## src/rtl/spi_cont_pkg.sv

```systemverilog
// Shared types and defaults for the spi_cont SPI master byte controller.
package spi_cont_pkg;

    localparam int DEF_DATA_WIDTH = 8;

    typedef enum logic [1:0] {
        ST_IDLE  = 2'd0,
        ST_SHIFT = 2'd1,
        ST_DONE  = 2'd2
    } state_t;

endpackage

```

## src/rtl/spi_cont_if.sv

```systemverilog
// Command-bus side of spi_cont: write request/ready and read-back strobe/data.
interface spi_cont_if #(
    parameter int DATA_WIDTH = spi_cont_pkg::DEF_DATA_WIDTH
);
    logic                  wr_stb;
    logic [DATA_WIDTH-1:0] wr_data;
    logic                  wr_ready;
    logic                  rd_stb;
    logic [DATA_WIDTH-1:0] rd_data;

    modport master (
        output wr_stb, wr_data,
        input  wr_ready, rd_stb, rd_data
    );

    modport slave (
        input  wr_stb, wr_data,
        output wr_ready, rd_stb, rd_data
    );
endinterface

```

## src/rtl/spi_cont_shifter.sv

```systemverilog
// Parallel-load transmit shift register and serial-in receive shift register.
module spi_cont_shifter #(
    parameter int DATA_WIDTH = 8
) (
    input  logic                  i_clk,
    input  logic                  i_rst,
    input  logic                  i_load,
    input  logic [DATA_WIDTH-1:0] i_load_data,
    input  logic                  i_shift,
    input  logic                  i_sample,
    input  logic                  i_miso,
    output logic                  o_tx_msb,
    output logic [DATA_WIDTH-1:0] o_rx_data
);

    logic [DATA_WIDTH-1:0] r_tx;
    logic [DATA_WIDTH-1:0] r_rx;

    always_ff @(posedge i_clk) begin
        if (i_rst) begin
            r_tx <= '0;
            r_rx <= '0;
        end else if (i_load) begin
            r_tx <= i_load_data;
            r_rx <= '0;
        end else begin
            if (i_shift)
                r_tx <= {r_tx[DATA_WIDTH-2:0], 1'b0};
            if (i_sample)
                r_rx <= {r_rx[DATA_WIDTH-2:0], i_miso};
        end
    end

    assign o_tx_msb  = r_tx[DATA_WIDTH-1];
    assign o_rx_data = r_rx;

endmodule

```

## src/rtl/spi_cont.sv

```systemverilog
// SPI mode-0 master, MSB first, paced by an external half-bit TICK enable.
// Define SPI_CONT_CS_EN to add an active-low slave-select output o_cs_n.
module spi_cont
    import spi_cont_pkg::*;
#(
    parameter int DATA_WIDTH = DEF_DATA_WIDTH
) (
    input  logic         i_clk,
    input  logic         i_rst,
    input  logic         i_tick,
    spi_cont_if.slave    bus,
    output logic         o_mosi,
    output logic         o_sclk,
`ifdef SPI_CONT_CS_EN
    output logic         o_cs_n,
`endif
    input  logic         i_miso
);

    localparam int                CNT_W = (DATA_WIDTH > 1) ? $clog2(DATA_WIDTH) : 1;
    localparam logic [CNT_W-1:0]  LAST  = CNT_W'(DATA_WIDTH - 1);

    state_t                r_state;
    state_t                w_state_nxt;
    logic [CNT_W-1:0]      r_cnt;
    logic                  r_sclk;
    logic [DATA_WIDTH-1:0] r_rdata;

    logic                  w_accept;
    logic                  w_rise;
    logic                  w_fall;
    logic                  w_last_fall;
    logic                  w_tx_msb;
    logic [DATA_WIDTH-1:0] w_rx;

    // A write is also taken in DONE so transfers can run back to back.
    always_comb begin
        w_state_nxt = r_state;
        w_accept    = 1'b0;
        w_rise      = 1'b0;
        w_fall      = 1'b0;
        w_last_fall = 1'b0;
        case (r_state)
            ST_IDLE: begin
                if (bus.wr_stb) begin
                    w_accept    = 1'b1;
                    w_state_nxt = ST_SHIFT;
                end
            end
            ST_SHIFT: begin
                if (i_tick) begin
                    if (!r_sclk) begin
                        w_rise = 1'b1;
                    end else begin
                        w_fall = 1'b1;
                        if (r_cnt == LAST) begin
                            w_last_fall = 1'b1;
                            w_state_nxt = ST_DONE;
                        end
                    end
                end
            end
            ST_DONE: begin
                w_state_nxt = ST_IDLE;
                if (bus.wr_stb) begin
                    w_accept    = 1'b1;
                    w_state_nxt = ST_SHIFT;
                end
            end
            default: w_state_nxt = ST_IDLE;
        endcase
    end

    always_ff @(posedge i_clk) begin
        if (i_rst) begin
            r_state <= ST_IDLE;
            r_cnt   <= '0;
            r_sclk  <= 1'b0;
            r_rdata <= '0;
        end else begin
            r_state <= w_state_nxt;
            if (w_accept) begin
                r_cnt  <= '0;
                r_sclk <= 1'b0;
            end
            if (w_rise)
                r_sclk <= 1'b1;
            if (w_fall) begin
                r_sclk <= 1'b0;
                if (!w_last_fall)
                    r_cnt <= r_cnt + 1'b1;
            end
            // Last sample happened on the preceding rise, so rx is complete here.
            if (w_last_fall)
                r_rdata <= w_rx;
        end
    end

    spi_cont_shifter #(
        .DATA_WIDTH (DATA_WIDTH)
    ) u_shifter (
        .i_clk       (i_clk),
        .i_rst       (i_rst),
        .i_load      (w_accept),
        .i_load_data (bus.wr_data),
        .i_shift     (w_fall && !w_last_fall),
        .i_sample    (w_rise),
        .i_miso      (i_miso),
        .o_tx_msb    (w_tx_msb),
        .o_rx_data   (w_rx)
    );

    assign bus.wr_ready = (r_state == ST_IDLE) || (r_state == ST_DONE);
    assign bus.rd_stb   = (r_state == ST_DONE);
    assign bus.rd_data  = r_rdata;
    assign o_mosi       = (r_state == ST_SHIFT) ? w_tx_msb : 1'b0;
    assign o_sclk       = r_sclk;
`ifdef SPI_CONT_CS_EN
    assign o_cs_n       = (r_state == ST_IDLE);
`endif

endmodule

```

## src/flat_wrapper.sv

```systemverilog
// flat-port wrapper written by rule: the top's interface ports become plain ports
module spi_cont_flat import spi_cont_pkg::*;
#(
    parameter int DATA_WIDTH = DEF_DATA_WIDTH
)
  (i_clk, i_rst, i_tick, o_mosi, o_sclk, i_miso, bus_wr_stb, bus_wr_data, bus_wr_ready, bus_rd_stb, bus_rd_data);
  spi_cont_if #(.DATA_WIDTH(DATA_WIDTH)) bus_i ();
  input  logic i_clk;
  input  logic i_rst;
  input  logic i_tick;
  output logic o_mosi;
  output logic o_sclk;
  input  logic i_miso;
  input wire logic [$bits(bus_i.wr_stb)-1:0] bus_wr_stb;
  input wire logic [$bits(bus_i.wr_data)-1:0] bus_wr_data;
  output wire logic [$bits(bus_i.wr_ready)-1:0] bus_wr_ready;
  output wire logic [$bits(bus_i.rd_stb)-1:0] bus_rd_stb;
  output wire logic [$bits(bus_i.rd_data)-1:0] bus_rd_data;
  assign bus_i.wr_stb = bus_wr_stb;
  assign bus_i.wr_data = bus_wr_data;
  assign bus_wr_ready = bus_i.wr_ready;
  assign bus_rd_stb = bus_i.rd_stb;
  assign bus_rd_data = bus_i.rd_data;
  spi_cont #(.DATA_WIDTH(DATA_WIDTH)) u_core (.i_clk(i_clk), .i_rst(i_rst), .i_tick(i_tick), .bus(bus_i), .o_mosi(o_mosi), .o_sclk(o_sclk), .i_miso(i_miso));
endmodule
```

## config.mk

```make
export PLATFORM = sky130hd
export DESIGN_NAME = spi_cont_flat
export DESIGN_NICKNAME = d
export VERILOG_FILES = /design/src/rtl/spi_cont_pkg.sv /design/src/rtl/spi_cont_if.sv /design/src/rtl/spi_cont_shifter.sv /design/src/rtl/spi_cont.sv /design/src/flat_wrapper.sv
export SDC_FILE = /design/constraint.sdc
export NUM_CORES = 1
export LEC_CHECK = 0
export CORE_MARGIN = 4
export CORE_UTILIZATION = 40
export DETAILED_ROUTE_END_ITERATION = 10
export HOLD_SLACK_MARGIN = 0.15
export PLACE_DENSITY = 0.67
export SYNTH_ARGS = -nofsm -noshare
export SYNTH_HDL_FRONTEND = slang
export SYNTH_SLANG_ARGS = --single-unit
```

## constraint.sdc

```tcl
create_clock -name i_clk -period 1.45 [get_ports i_clk]
set_input_delay 0.29 -clock i_clk [delete_from_list [all_inputs] [get_ports i_clk]]
set_output_delay 0.29 -clock i_clk [all_outputs]
set_load 0.01 [all_outputs]
```

==> flow_summary.json, run 1 <==
{
  "tns_ns": 0,
  "num_antenna_cells": 0,
  "holdPathStages": 2,
  "drt-vias-per-instance": 5.30,
  "cp.buffers_inverters": 3,
  "r2r_cells": 6,
  "min_from": "u_core.u_shifter.o_rx_data[4]",
  "hpwl_um": 2230,
  "rsz0062_at_grt": "yes",
  "clock_latency_ns": 0.33,
  "fin_area_um2": 1720,
  "synth_most_common_cell": "dfxtp_1",
  "core_um2": 3050,
  "core.rowCount": 20,
  "wl_um": 3180,
  "p_per_area_nw_per_um2": 919,
  "layout_setup_ws_ns": 0.0747,
  "timing.final.crit_period_ns": 1.38,
  "synth_largest_area_cell": "dfxtp_1",
  "fmax_mhz": 727,
  "tightest_slew_ns": 0.319,
  "die_h_um": 64.4,
  "first_pass_iters": 4,
  "timing.hold.ws_ns": 0.474,
  "synth_flop_cell": "dfxtp_1",
  "clk_pin_slew_ns": 0.09,
  "drc": 0,
  "drt_iter0_drc": 79,
  "r2r_setup_slack_ns": 0.08,
  "worstPathCellList": "inv_2 -> buf_4 -> clkdlybuf4s15_1",
  "setup.worst_path.class": "flip-flop to primary output",
  "synth-seq-cells": 30,
  "io_pins": 25,
  "synth_top_cell_area_share_pct": 47.2,
  "endpoint_kind": "primary output",
  "synthTopCellsByArea": "dfxtp_1 (47%), a21oi_1 (8.7%), nand3_1 (7.5%)",
  "met1_usage_pct": 17.4,
  "cts-root-buf": "clkbuf_4",
  "grt_pass1_wl_um": 5400,
  "placed_area_um2": 1620,
  "crit_fanout": 3,
  "grt_busiest_layer": "met2",
  "start_util_pct": 41.7,
  "globalRoute.totalOverflow": 0,
  "reg2reg_from": "u_core.r_cnt[0]",
  "synth_cell_types": 27,
  "hold_viol_final": 0,
  "dieArea_um2": 4150,
  "hold_class": "flip-flop to flip-flop",
  "finalClockSkew_ns": 0.00328,
  "vias": 1229,
  "grt_start_max_net_pins": 17,
  "r2r-end": "u_core.u_shifter.r_tx[1]",
  "status": "complete, no violations",
  "slew_violations": 0,
  "clk_path_buf_depth": 2,
  "htreeDepth": 2,
  "grt_use_met2_pct": 29.5,
  "drive_above_1_share_pct": 21.3,
  "leakage_nw": 0.632,
  "max_stage_delay_ns": 0.35,
  "die_w_um": 64.4,
  "ys.warnings.count": 0,
  "vdd_drop_max_mv": 0.740,
  "post-route-period-util_pct": 94.8,
  "max-cap-violations": 0,
  "syn_to_final_growth_pct": 35.5,
  "synth_common_cells": "dfxtp_1 (30), a21oi_1 (22), nand3_1 (19)",
  "synth_edf_count": 0,
  "hold_buffers": 0,
  "clock_sinks": 30,
  "slew_headroom_pct": 78.7,
  "place_ws_ns": -0.232,
  "arrival_ns": 1.09,
  "setup.worst_path.start_class": "flip-flop",
  "total_power_mw": 1.58,
  "avgSynthCellArea_um2": 8.37,
  "synthCells": 152,
  "numCtsBuffers": 5,
  "grt_antenna_before_repair": 0,
  "io_buffers": 24,
  "syn_area_um2": 1270,
  "async_reset_ff_share_pct": 0,
  "fin_nets": 202,
  "synth_nets": 167,
  "gp_congestion": 0.829,
  "cts_tree": "built",
  "hold_path_end": "u_core.u_shifter.o_rx_data[5]",
  "setup_violations": 0,
  "worstPathRequired_ns": 1.16,
  "grt_usage_pct": 16.7,
  "final_antenna_net_count": 0,
  "cp_top_family": "buffers and inverters",
  "grt_pass1_vias": 1265,
  "ys_seq_area_share_pct": 47.2,
  "crit_slowest_cell": "dfxtp_2",
  "wl_per_cell_um": 13.7,
  "use_met3_pct": 6.68
}
[layout by cell type, fill, tap and decap left out, types with 4 or more instances in the layout]
cell             count
nand2_1             17
dfxtp_2              5
o211ai_1             4
nor2_1               7
a311oi_1             6
clkdlybuf4s50_1     12
buf_4               17
clkbuf_4             5
dfxtp_1             25
dlygate4sd2_1        9
o21ai_0             14
a21oi_1             22
nand3_1             18
[worst max path at each step]
stage          slack, ns                        to               from  cells after the start
2_1_floorplan     0.0005         u_core.r_state[0]    u_core.r_cnt[0]                      6
3_3_place_gp       -0.17     u_core.bus.rd_data[2]             i_tick                      5
3_5_place_dp       -0.23     u_core.bus.rd_data[5]             i_tick                      5
4_1_cts           -0.005                    o_mosi  u_core.r_state[0]                      3
5_1_grt            -0.01  u_core.u_shifter.r_tx[3]    u_core.r_cnt[1]                      6
6_report            0.07              bus_wr_ready  u_core.r_state[0]                      3
[state kept, by name (all words and copies together) (netlist names)]
register and count:
u_core.o_sclk 1, u_core.bus.rd_data 8, u_core.u_shifter.o_rx_data 8, u_core.r_state 2, u_core.r_cnt 3, u_core.u_shifter.r_tx 8
[through the flow]
stage                     instances  util (%)
final                           232      56.5
after global routing            232      56.5
after CTS                       231      55.2
after detailed placement        223      53.0
after global placement          223      53.0
after floorplan                 152         -
[final cells by class]
class / count / area, um2
Timing Repair Buffer: 42 / 358
Fill cell: 299 / 1330
Clock inverter: 1 / 5.00
Tap cell: 44 / 55.1
Multi-Input combinational cell: 107 / 641
Sequential cell: 30 / 607
Inverter: 1 / 3.75
Clock buffer: 7 / 55.1
[logic make-up (layout without fill, tap and decap cells)]
logic type / after synthesis / after routing / share of synthesized area [%]
AOI/OAI and AO/OA: 49 / 49 / 22.4
adders and majority gates: 2 / 2 / 1.97
buffers and inverters: 15 / 51 / 6.29
DFF: 30 / 30 / 47.2
and+or+nand+nor: 56 / 56 / 22.1
[what timing repair did]
item	4_1_cts	5_1_grt
setup endpoints to repair	22	15
buffers inserted	0	1
pin swaps	2	4
resized for setup	21	13
cloned	0	0
[worst min-delay path, stage by stage (launching register included)]
cell and delay [ns]:
dfxtp_1 0.33, nand2_1 0.06, a21oi_1 0.05
[report_power, final]
| group | internal, mW | switching (mW) | total (mW) |
|---|---|---|---|
| Sequential | 0.847 | 0.0148 | 0.862 |
| Combinational | 0.0961 | 0.0989 | 0.195 |
| Clock | 0.235 | 0.292 | 0.526 |
| Total | 1.18 | 0.405 | 1.58 |
[metal layers]
metal | part of all wire (%) | vias to the layer above
met1 | 42 | 571
met3 | 5.8 | 8
met2 | 51 | 35
met5 | 0 | -
li1 | - | 615
met4 | 1.8 | 0
(Power assumes the default switching activity.)
==> run 2, diff against run 1 <==
- CAP_MARGIN: not set -> 20
==> results of run 2 <==
Same layout as run 1: the final DEF is identical, and so are final timing and power.
